--- config.mk ---
export PLATFORM = sky130hd
export DESIGN_NAME = multicycle_controller
export DESIGN_NICKNAME = d
export VERILOG_FILES = /design/src/rtl/multicycle_controller.sv
export SDC_FILE = /design/constraint.sdc
export NUM_CORES = 1
export LEC_CHECK = 0
export BUFFER_PORTS_ARGS = -buffer_cell sky130_fd_sc_hd__buf_2
export CORE_MARGIN = 1.5
export CORE_UTILIZATION = 45
export CTS_CLUSTER_SIZE = 8
export DETAILED_ROUTE_END_ITERATION = 7
export PLACE_DENSITY_LB_ADDON = 0.3
export SYNTH_ARGS = -nofsm -noshare
export SYNTH_HDL_FRONTEND = slang
export SYNTH_SLANG_ARGS = --single-unit
--- constraint.sdc ---
create_clock -name clk -period 2.6 [get_ports clk]
set_input_delay 0 -clock clk [delete_from_list [all_inputs] [get_ports clk]]
set_output_delay 0 -clock clk [all_outputs]
set_load 0.02 [all_outputs]
--- src/rtl/multicycle_controller.sv ---
// -----------------------------------------------------------------------------
// multicycle_controller
//   Sequencing FSM for a multi-cycle RV32I core whose datapath shares a single
//   instruction/data memory port.  Each instruction walks through
//   FETCH -> DECODE -> EXECUTE -> (MEM) -> (WB).  The block drives the datapath
//   strobes, supervises the memory ready handshake with a timeout, traps on
//   illegal opcodes and counts retired instructions.
//
// State table:
//   state   | code | meaning
//   IDLE    | 0    | first cycle out of reset, no strobes
//   FETCH   | 1    | read instruction at PC, load IR and PC+4 on mem_ready
//   DECODE  | 2    | opcode check, register operands settle
//   EXECUTE | 3    | ALU operation, branch/jump PC update
//   MEM     | 4    | load/store access at ALU address
//   WB      | 5    | register-file writeback, instruction retires
//   TRAP    | 7    | illegal opcode or memory timeout; left only by reset
//
// Ports:
//   clk           in   system clock, rising edge
//   rst_n         in   asynchronous active-low reset
//   instruction   in   IR contents, opcode in [6:0]
//   mem_ready     in   memory completes the current request
//   branch_taken  in   branch compare result, valid in EXECUTE
//   memReq/memWe/iOrD                memory port controls
//   irWrite/pcWrite/pcSrc            IR and PC update controls
//   aluSrc/aluOp                     ALU operand/operation select
//   regWrite/memToReg                writeback controls
//   retire        out  one-cycle pulse per completed instruction
//   instret       out  retired-instruction counter (wraps)
//   state         out  current state, for debug
//   illegal       out  sticky illegal-opcode flag
//   mem_fault     out  sticky memory-timeout flag
// -----------------------------------------------------------------------------
module multicycle_controller #(
    parameter int MEM_TIMEOUT = 15
) (
    input  logic        clk,
    input  logic        rst_n,
    input  logic [31:0] instruction,
    input  logic        mem_ready,
    input  logic        branch_taken,
    output logic        memReq,
    output logic        memWe,
    output logic        iOrD,
    output logic        irWrite,
    output logic        pcWrite,
    output logic [1:0]  pcSrc,
    output logic        aluSrc,
    output logic [1:0]  aluOp,
    output logic        regWrite,
    output logic [1:0]  memToReg,
    output logic        retire,
    output logic [31:0] instret,
    output logic [2:0]  state,
    output logic        illegal,
    output logic        mem_fault
);

    typedef enum logic [2:0] {
        S_IDLE    = 3'd0,
        S_FETCH   = 3'd1,
        S_DECODE  = 3'd2,
        S_EXECUTE = 3'd3,
        S_MEM     = 3'd4,
        S_WB      = 3'd5,
        S_TRAP    = 3'd7
    } state_t;

    localparam logic [7:0] LP_WAIT_LAST = 8'(MEM_TIMEOUT - 1);

    state_t      r_state;
    state_t      w_next;
    logic [7:0]  r_wait;
    logic [31:0] r_instret;
    logic        r_illegal;
    logic        r_mem_fault;

    logic        w_set_illegal;
    logic        w_set_fault;
    logic        w_timeout;
    logic [6:0]  w_opcode;
    logic        w_is_i, w_is_l, w_is_r, w_is_s, w_is_sb, w_is_u, w_is_uj;
    logic        w_legal;
    logic        w_unused_instr;

    assign w_opcode = instruction[6:0];
    assign w_unused_instr = ^instruction[31:7];

    assign w_is_i  = (w_opcode == 7'b0010011);
    assign w_is_l  = (w_opcode == 7'b0000011);
    assign w_is_r  = (w_opcode == 7'b0110011);
    assign w_is_s  = (w_opcode == 7'b0100011);
    assign w_is_sb = (w_opcode == 7'b1100011);
    assign w_is_u  = (w_opcode == 7'b0110111);
    assign w_is_uj = (w_opcode == 7'b1101111);
    assign w_legal = w_is_i | w_is_l | w_is_r | w_is_s | w_is_sb | w_is_u | w_is_uj;

    // Fires on the MEM_TIMEOUT-th consecutive cycle without ready; a ready in
    // that same cycle still completes the access.
    assign w_timeout = (r_wait == LP_WAIT_LAST) && !mem_ready;

    always_ff @(posedge clk or negedge rst_n) begin
        if (!rst_n) begin
            r_state <= S_IDLE;
        end else begin
            r_state <= w_next;
        end
    end

    always_comb begin
        w_next        = r_state;
        w_set_illegal = 1'b0;
        w_set_fault   = 1'b0;
        memReq        = 1'b0;
        memWe         = 1'b0;
        iOrD          = 1'b0;
        irWrite       = 1'b0;
        pcWrite       = 1'b0;
        pcSrc         = 2'b00;
        aluSrc        = 1'b0;
        aluOp         = 2'b00;
        regWrite      = 1'b0;
        memToReg      = 2'b00;
        retire        = 1'b0;

        case (r_state)
            S_IDLE: begin
                w_next = S_FETCH;
            end
            S_FETCH: begin
                memReq = 1'b1;
                if (mem_ready) begin
                    irWrite = 1'b1;
                    pcWrite = 1'b1;
                    w_next  = S_DECODE;
                end else if (w_timeout) begin
                    w_set_fault = 1'b1;
                    w_next      = S_TRAP;
                end
            end
            S_DECODE: begin
                if (w_legal) begin
                    w_next = S_EXECUTE;
                end else begin
                    w_set_illegal = 1'b1;
                    w_next        = S_TRAP;
                end
            end
            S_EXECUTE: begin
                if (w_is_i) begin
                    aluSrc = 1'b1;
                    aluOp  = 2'b01;
                    w_next = S_WB;
                end else if (w_is_l || w_is_s) begin
                    aluSrc = 1'b1;
                    aluOp  = 2'b00;
                    w_next = S_MEM;
                end else if (w_is_r) begin
                    aluSrc = 1'b0;
                    aluOp  = 2'b01;
                    w_next = S_WB;
                end else if (w_is_sb) begin
                    aluSrc  = 1'b0;
                    aluOp   = 2'b10;
                    pcWrite = branch_taken;
                    pcSrc   = 2'b01;
                    retire  = 1'b1;
                    w_next  = S_FETCH;
                end else if (w_is_u) begin
                    aluSrc = 1'b1;
                    aluOp  = 2'b11;
                    w_next = S_WB;
                end else begin
                    // UJ: the jump target is written here, rd gets PC+4 in WB.
                    aluSrc  = 1'b1;
                    aluOp   = 2'b00;
                    pcWrite = 1'b1;
                    pcSrc   = 2'b10;
                    w_next  = S_WB;
                end
            end
            S_MEM: begin
                memReq = 1'b1;
                iOrD   = 1'b1;
                memWe  = w_is_s;
                aluSrc = 1'b1;
                aluOp  = 2'b00;
                if (mem_ready) begin
                    if (w_is_s) begin
                        retire = 1'b1;
                        w_next = S_FETCH;
                    end else begin
                        w_next = S_WB;
                    end
                end else if (w_timeout) begin
                    w_set_fault = 1'b1;
                    w_next      = S_TRAP;
                end
            end
            S_WB: begin
                regWrite = 1'b1;
                retire   = 1'b1;
                w_next   = S_FETCH;
                if (w_is_l) begin
                    memToReg = 2'b00;
                end else if (w_is_uj) begin
                    memToReg = 2'b10;
                end else begin
                    memToReg = 2'b01;
                end
            end
            S_TRAP: begin
                w_next = S_TRAP;
            end
            default: begin
                w_next = S_TRAP;
            end
        endcase
    end

    // Wait counter restarts whenever a new memory phase begins.
    always_ff @(posedge clk or negedge rst_n) begin
        if (!rst_n) begin
            r_wait <= 8'd0;
        end else if ((w_next != r_state) && ((w_next == S_FETCH) || (w_next == S_MEM))) begin
            r_wait <= 8'd0;
        end else if (memReq && !mem_ready) begin
            r_wait <= r_wait + 8'd1;
        end
    end

    always_ff @(posedge clk or negedge rst_n) begin
        if (!rst_n) begin
            r_instret   <= 32'd0;
            r_illegal   <= 1'b0;
            r_mem_fault <= 1'b0;
        end else begin
            if (retire) begin
                r_instret <= r_instret + 32'd1;
            end
            if (w_set_illegal) begin
                r_illegal <= 1'b1;
            end
            if (w_set_fault) begin
                r_mem_fault <= 1'b1;
            end
        end
    end

    assign instret   = r_instret;
    assign state     = r_state;
    assign illegal   = r_illegal;
    assign mem_fault = r_mem_fault;

endmodule

==> reports/summary.txt, run 1 <==
DRC Markers: 0
leakage power: 1.48 nW
Final GP Congestion: 0.812
post-synthesis register bit count: 45
drt wl/cell: 13.5 um
met3 Use GR: 4.29%
pre-CTS WS: 0.513 ns
Crit Path Category: flop to primary output
fin cells: 386
Post-Syn Area: 0.00247 mm2
Worst EP required: 2.60 ns
filler instances: 499
ys async rst share: 100%
largest net degree at the start of global routing: 46
Area growth, synth to finish: 19.1%
Slew HR: 34.4%
R2R setup slack: 0.52 ns
Final Hold Violating Endpoints: 0
CP arrival: 2.12 ns
adder-cell share of the synthesized area: 1.52%
antenna cell count: 0
CTS tree: done
Yosys warnings: 0
HP Class: input pin to flop
vias per inst: 5.30
Final period util: 81.5%
Die Area: 0.00595 mm2
synth top area cells: dfrtp_1, xnor2_1, xor2_1, nor2_1, nand4_1
met1 usage: 25.4%
Post-Synth Simple-Gate Area: 28.4%
GRT Total Usage: 19.0%
vias in the first global route: 1968
hold path depth: 3
Via Count: 2047
initial DRC count: 101
fmax: 472 MHz
GRT busiest layer: met2
FF-to-FF path depth: 5
H-tree depth: 2
Power Dens Cells: 700 mW/mm2
Post-DP HPWL: 3.81 mm
total CTS buffers: 5
Top FF cell, synth: dfrtp_1
Synth Area in Compound Gates: 6.98%
core area: 0.00520 mm2
post-synth top area share: 45.5%
R2R Path End: instret[5]
Post-Syn Nets: 289
CTS sink cnt: 45
worst hold start: mem_ready
mux share of post-synthesis cell area: 0.455%
first-pass GRT wire length: 9.10 mm
largest area contributor in the netlist: dfrtp_1
commonest cells in the netlist: dfrtp_1, nor2_1, xnor2_1, xor2_1, nand2_1
Final Worst Setup Slack: 0.481 ns
Clk Latency, worst-skew pair: 0.30 ns
1st-pass router iterations: 4
Slew Limit Fails: 0
Worst Hold Slack: 0.130 ns
CTS root buf: clkbuf_8
Slowest Stage Delay on Critical Path: 0.53 ns
max cap viols: 0
Cell Chain, Critical Path: or3b_4, o211a_4, nor2_1, buf_2
total chip power: 0.00206 W
number of port buffers: 61
most frequent cell after synthesis: dfrtp_1
antenna violations before repair: 0
Max Clock Skew: 0.0130 ns
global-route track usage on met2: 30.5%
Row Count: 26
CP Max Fanout: 14
combinational family with the most area after synthesis: simple AND/OR/NAND/NOR gates
CTS max path bufs: 2
fraction of layout cells with a size suffix above 1: 25.0%
Synth cell types: 44
Synth Instances: 250
peak supply drop: 0.498 mV
Synth Area in XOR/XNOR: 14.2%
outcome: finished clean
Mean Syn Cell Area: 9.89 um2
Worst-path clk slew: 0.08 ns
# nets final: 354
register area share after synthesis: 45.5%
Setup TNS: 0 ns
Worst-Margin Slew: 0.983 ns
worst hold endpoint: state[1]
CP endpoint kind: primary output
RR Startpoint: state[1]
Final setup viols: 0
Post-Route WL: 5.21 mm
DRT antenna net count: 0
starting density of the core: 47.5%
cell with the largest stage delay on the worst path: dfrtp_1
Placed Instances: 377
RSZ-0062 raised after global routing: false
io pins: 87
die width: 77.1 um
GR Overflow Total: 0
Post-synth EDFFs: 0
Die H: 77.1 um
CP startpoint kind: flop
Tmin final: 2.12 ns
-- layout make-up --
| type | count | area (um2) | share of cell area, % |
|---|---|---|---|
| Sequential cell | 45 | 1130 | 38.2 |
| Timing Repair Buffer | 64 | 330 | 11.2 |
| Clock inverter | 2 | 15.0 | 0.510 |
| Inverter | 10 | 37.5 | 1.27 |
| Multi-Input combinational cell | 189 | 1270 | 43.3 |
| Tap cell | 70 | 87.6 | 2.97 |
| Clock buffer | 6 | 72.6 | 2.46 |
-- how the worst max path moves through the flow --
stage | from | to | slack (ns)
global placement | state[1] | instret[8] | 0.54
global route | state[1] | instret[5] | 0.34
detailed placement | state[1] | instret[5] | 0.51
CTS | state[1] | retire | 0.48
floorplan | state[0] | instret[1] | 0.35
finish | state[1] | retire | 0.48
-- timing repair --
action,4_1_cts,5_1_grt
hold buffers,1,0
endpoints found under the setup margin,0,0
resized for setup,0,0
buffers inserted,0,0
endpoints found under the hold margin,45,0
-- power breakdown --
group          total, W  switching (W)  internal, W
clock          0.000428       0.000239     0.000190
combinational  0.000785       0.000501     0.000284
sequential     0.000848      0.0000931     0.000755
total           0.00206       0.000833      0.00123
-- per-stage QoR --
step | cell area (um2) | util [%]
CTS | 2940 | 56.6
floorplan | 2470 | -
global placement | 2850 | 54.7
detailed placement | 2850 | 54.7
global route | 2940 | 56.6
finish | 2940 | 56.6
-- worst max-delay path: cells and delay by family, from the launching register on --
family / cells / cell delay, ns
buffers and inverters: 1 / 0.23
DFF: 1 / 0.53
AOI/OAI and AO/OA: 1 / 0.29
and+or+nand+nor: 2 / 0.76
-- logic make-up after synthesis --
group,count (synthesis)
AO/OA/AOI/OAI,24
XOR/XNOR,40
adder cells (fa/ha/maj),3
buffers and inverters,16
flip-flops,45
multiplexers,1
AND/OR/NAND/NOR,121
-- registers in the layout, indices dropped and copies added, names as in the netlist --
| name | flops |
|---|---|
| r_wait | 8 |
| instret | 32 |
| state | 3 |
| illegal | 1 |
| mem_fault | 1 |
-- routing by layer --
| layer | part of all wire [%] | wire length [um] | vias to the layer above |
|---|---|---|---|
| li1 | - | - | 1011 |
| met1 | 49 | 2540 | 983 |
| met2 | 46 | 2380 | 47 |
| met3 | 4.2 | 221 | 6 |
| met4 | 1.1 | 59 | 0 |
| met5 | 0 | 0 | - |
-- layout by cell type, fill, tap and decap left out, types with 3 or more instances in the layout --
master	instances
ha_1	3
a21oi_1	5
and3_1	8
nand2_1	15
xnor2_1	20
inv_1	10
nor3_1	3
o211ai_1	3
nand2b_1	6
dfrtp_1	45
nor2_1	29
nand4_1	13
and4_1	7
and2_1	4
o21ai_0	6
nand3b_1	3
buf_2	61
nand3_1	12
xor2_1	20
nor4_1	5
clkbuf_8	5
Note: power is estimated with default switching activity, not from simulation.
==> run 2: changes to the inputs <==
clock period = 1.7 ns   (was 2.6 ns; I/O delays follow)
==> run 2 against run 1 <==
Compared with the run above: the run now ends with negative setup slack left; clock skew decreased by 0.0026 ns; critical endpoint is now instret[5]; power grew 83%; setup slack worse by 0.53 ns; flip-flop and latch count unchanged; cell count increased by 11%.
==> reports/summary.txt, run 2 (synthesis results as in run 1) <==
Slew HR: 64.7% (+30 points)
Reg power frac: 32.4% (-8.7 points)
Final setup viols: 9 (+9)
GRT Total Usage: 21.0% (+2.1 points)
CP arrival: 1.98 ns (-0.14 ns)
CP endpoint kind: flop
Worst-Margin Slew: 0.516 ns (-0.467 ns)
antenna violations before repair: 0 (unchanged)
R2R setup slack: -0.05 ns (-0.57 ns)
Combinational Power Share: 49.9% (+12 points)
Tmin final: 1.75 ns
io pins: 87 (unchanged)
Final GP Congestion: 0.807 (-0.65%)
CP endpoint: instret[5]
Worst-path clk slew: 0.09 ns (about the same)
fraction of layout cells with a size suffix above 1: 41.5% (+16 points)
vias in the first global route: 2274 (+16%)
Die H: 77.1 um (unchanged)
finished layout cell area: 0.00348 mm2 (+18%)
outcome: finished, violations left
CTS tree: done
FF-to-FF path depth: 6 (+1)
Final period util: 103%
Crit Path Category: flop to flop
HP Class: input pin to flop
CP startpoint kind: flop
H-tree depth: 2 (unchanged)
core area: 0.00520 mm2 (unchanged)
Area growth, synth to finish: 40.7%
most common cell after layout, fill and taps aside: buf_2
leakage power: 1.75 nW (+18%)
Die Area: 0.00595 mm2 (unchanged)
Critical Path Start: state[1]
Row Count: 26 (unchanged)
max cap viols: 0 (unchanged)
Final Hold Violating Endpoints: 0 (unchanged)
Clk network pwr share: 17.7% (-3.1 points)
1st-pass router iterations: 4 (unchanged)
die width: 77.1 um (unchanged)
Worst EP required: 1.93 ns (-0.67 ns)
DRT antenna net count: 0 (unchanged)
initial DRC count: 108 (+6.9%)
Internal: 0.00231 W (+88%)
CTS max path bufs: 2 (unchanged)
fmax: 572 MHz
Clk Latency, worst-skew pair: 0.30 ns (about the same)
dpl cell area: 0.00314 mm2 (+10%)
GR Overflow Total: 0 (unchanged)
RR Startpoint: state[1]
DRC Markers: 0 (unchanged)
most frequent cells in the layout: buf_2, dfrtp_1, buf_4
Via Count: 2238 (+9.3%)
Final Worst Setup Slack: -0.0495 ns (-0.531 ns)
vias per inst: 5.24 (-1.2%)
Max Clock Skew: 0.0105 ns (-0.00255 ns)
total chip power: 0.00378 W (+83%)
Post-Route WL: 5.86 mm (+12%)
number of port buffers: 61 (unchanged)
Post-DP HPWL: 4.41 mm (+16%)
drt wl/cell: 13.7 um (+1.7%)
antenna cell count: 0 (unchanged)
first-pass GRT wire length: 10.2 mm (+12%)
CTS sink cnt: 45 (unchanged)
starting density of the core: 47.5% (unchanged)
switching power: 0.00147 W (+76%)
largest net degree at the start of global routing: 27 (-41%)
RSZ-0062 raised after global routing: true
switching share of power: 38.9% (-1.5 points)
failing checks: negative setup slack
peak supply drop: 1.12 mV (+120%)
total CTS buffers: 5 (unchanged)
Power Dens Cells: 1090 mW/mm2 (+55%)
CP Max Fanout: 8 (-6)
Slew Limit Fails: 0 (unchanged)
CTS root buf: clkbuf_8
# nets final: 395 (+12%)
R2R Path End: instret[5]
max reg flops: 32 (unchanged)
[run 2: worst min-delay path by stage]
stage,cells past startpoint,start,end
after floorplan,0,rst_n,illegal
after global placement,1,rst_n,r_wait[0]
after detailed placement,1,rst_n,r_wait[1]
after CTS,3,mem_ready,state[1]
after global routing,3,mem_ready,state[1]
final,3,mem_ready,state[1]
[run 2: worst max-delay path: stages (launching register included)]
cell,delay [ns]
dfrtp_1,0.38
or3b_4,0.42
o211a_4,0.28
nor3_4,0.15
buf_12,0.14
and3_4,0.16
xor2_1,0.14
[run 2: power groups by stage]
stage          registers (W)  clock network [W]  logic (W)
2_1_floorplan        0.00134                  0   0.000908
3_3_place_gp         0.00124                  0    0.00160
3_5_place_dp         0.00124                  0    0.00163
4_1_cts              0.00122           0.000687    0.00178
5_1_grt              0.00124           0.000722    0.00203
6_report             0.00122           0.000668    0.00189
[run 2: what timing repair did]
action                                  4_1_cts  5_1_grt
buffers inserted                              6        2
hold buffers                                  1        0
pin swaps                                    19       15
hold endpoints to repair                     19        0
endpoints found under the setup margin       33       46
resized for setup                            13       26
[run 2: per-stage QoR]
step / hold WS [ns] / instances / util (%) / setup TNS [ns] / setup slack [ns]
6_report: 0.139 / 427 / 66.8 / -0.214 / -0.0495
5_1_grt: 0.153 / 427 / 66.8 / -1.71 / -0.119
3_5_place_dp: -0.0133 / 411 / 60.4 / -1.60 / -0.138
3_3_place_gp: -0.0164 / 411 / 60.4 / -0.399 / -0.0603
4_1_cts: 0.140 / 425 / 64.9 / -0.692 / -0.124
2_1_floorplan: -0.296 / 250 / - / -3.36 / -0.176
[run 2: layout make-up]
cell class | count | area [um2]
clock buffer | 5 | 68.8
clock inverter | 3 | 21.3
fill | 429 | 1730
inverter | 10 | 37.5
multi-input combinational | 189 | 1410
sequential | 45 | 1130
tap | 70 | 87.6
timing repair buffer | 105 | 726
[run 2: metal layers]
layer / vias up / part of all wire [%] / routed length [um] / GRT usage [%]
met3: 7 / 4.1 / 238 / 3.81
met2: 56 / 49 / 2880 / 35.8
li1: 1101 / - / - / -
met4: 0 / 0.97 / 57 / 6.55
met5: - / 0 / 0 / 0
met1: 1074 / 46 / 2680 / 27.1
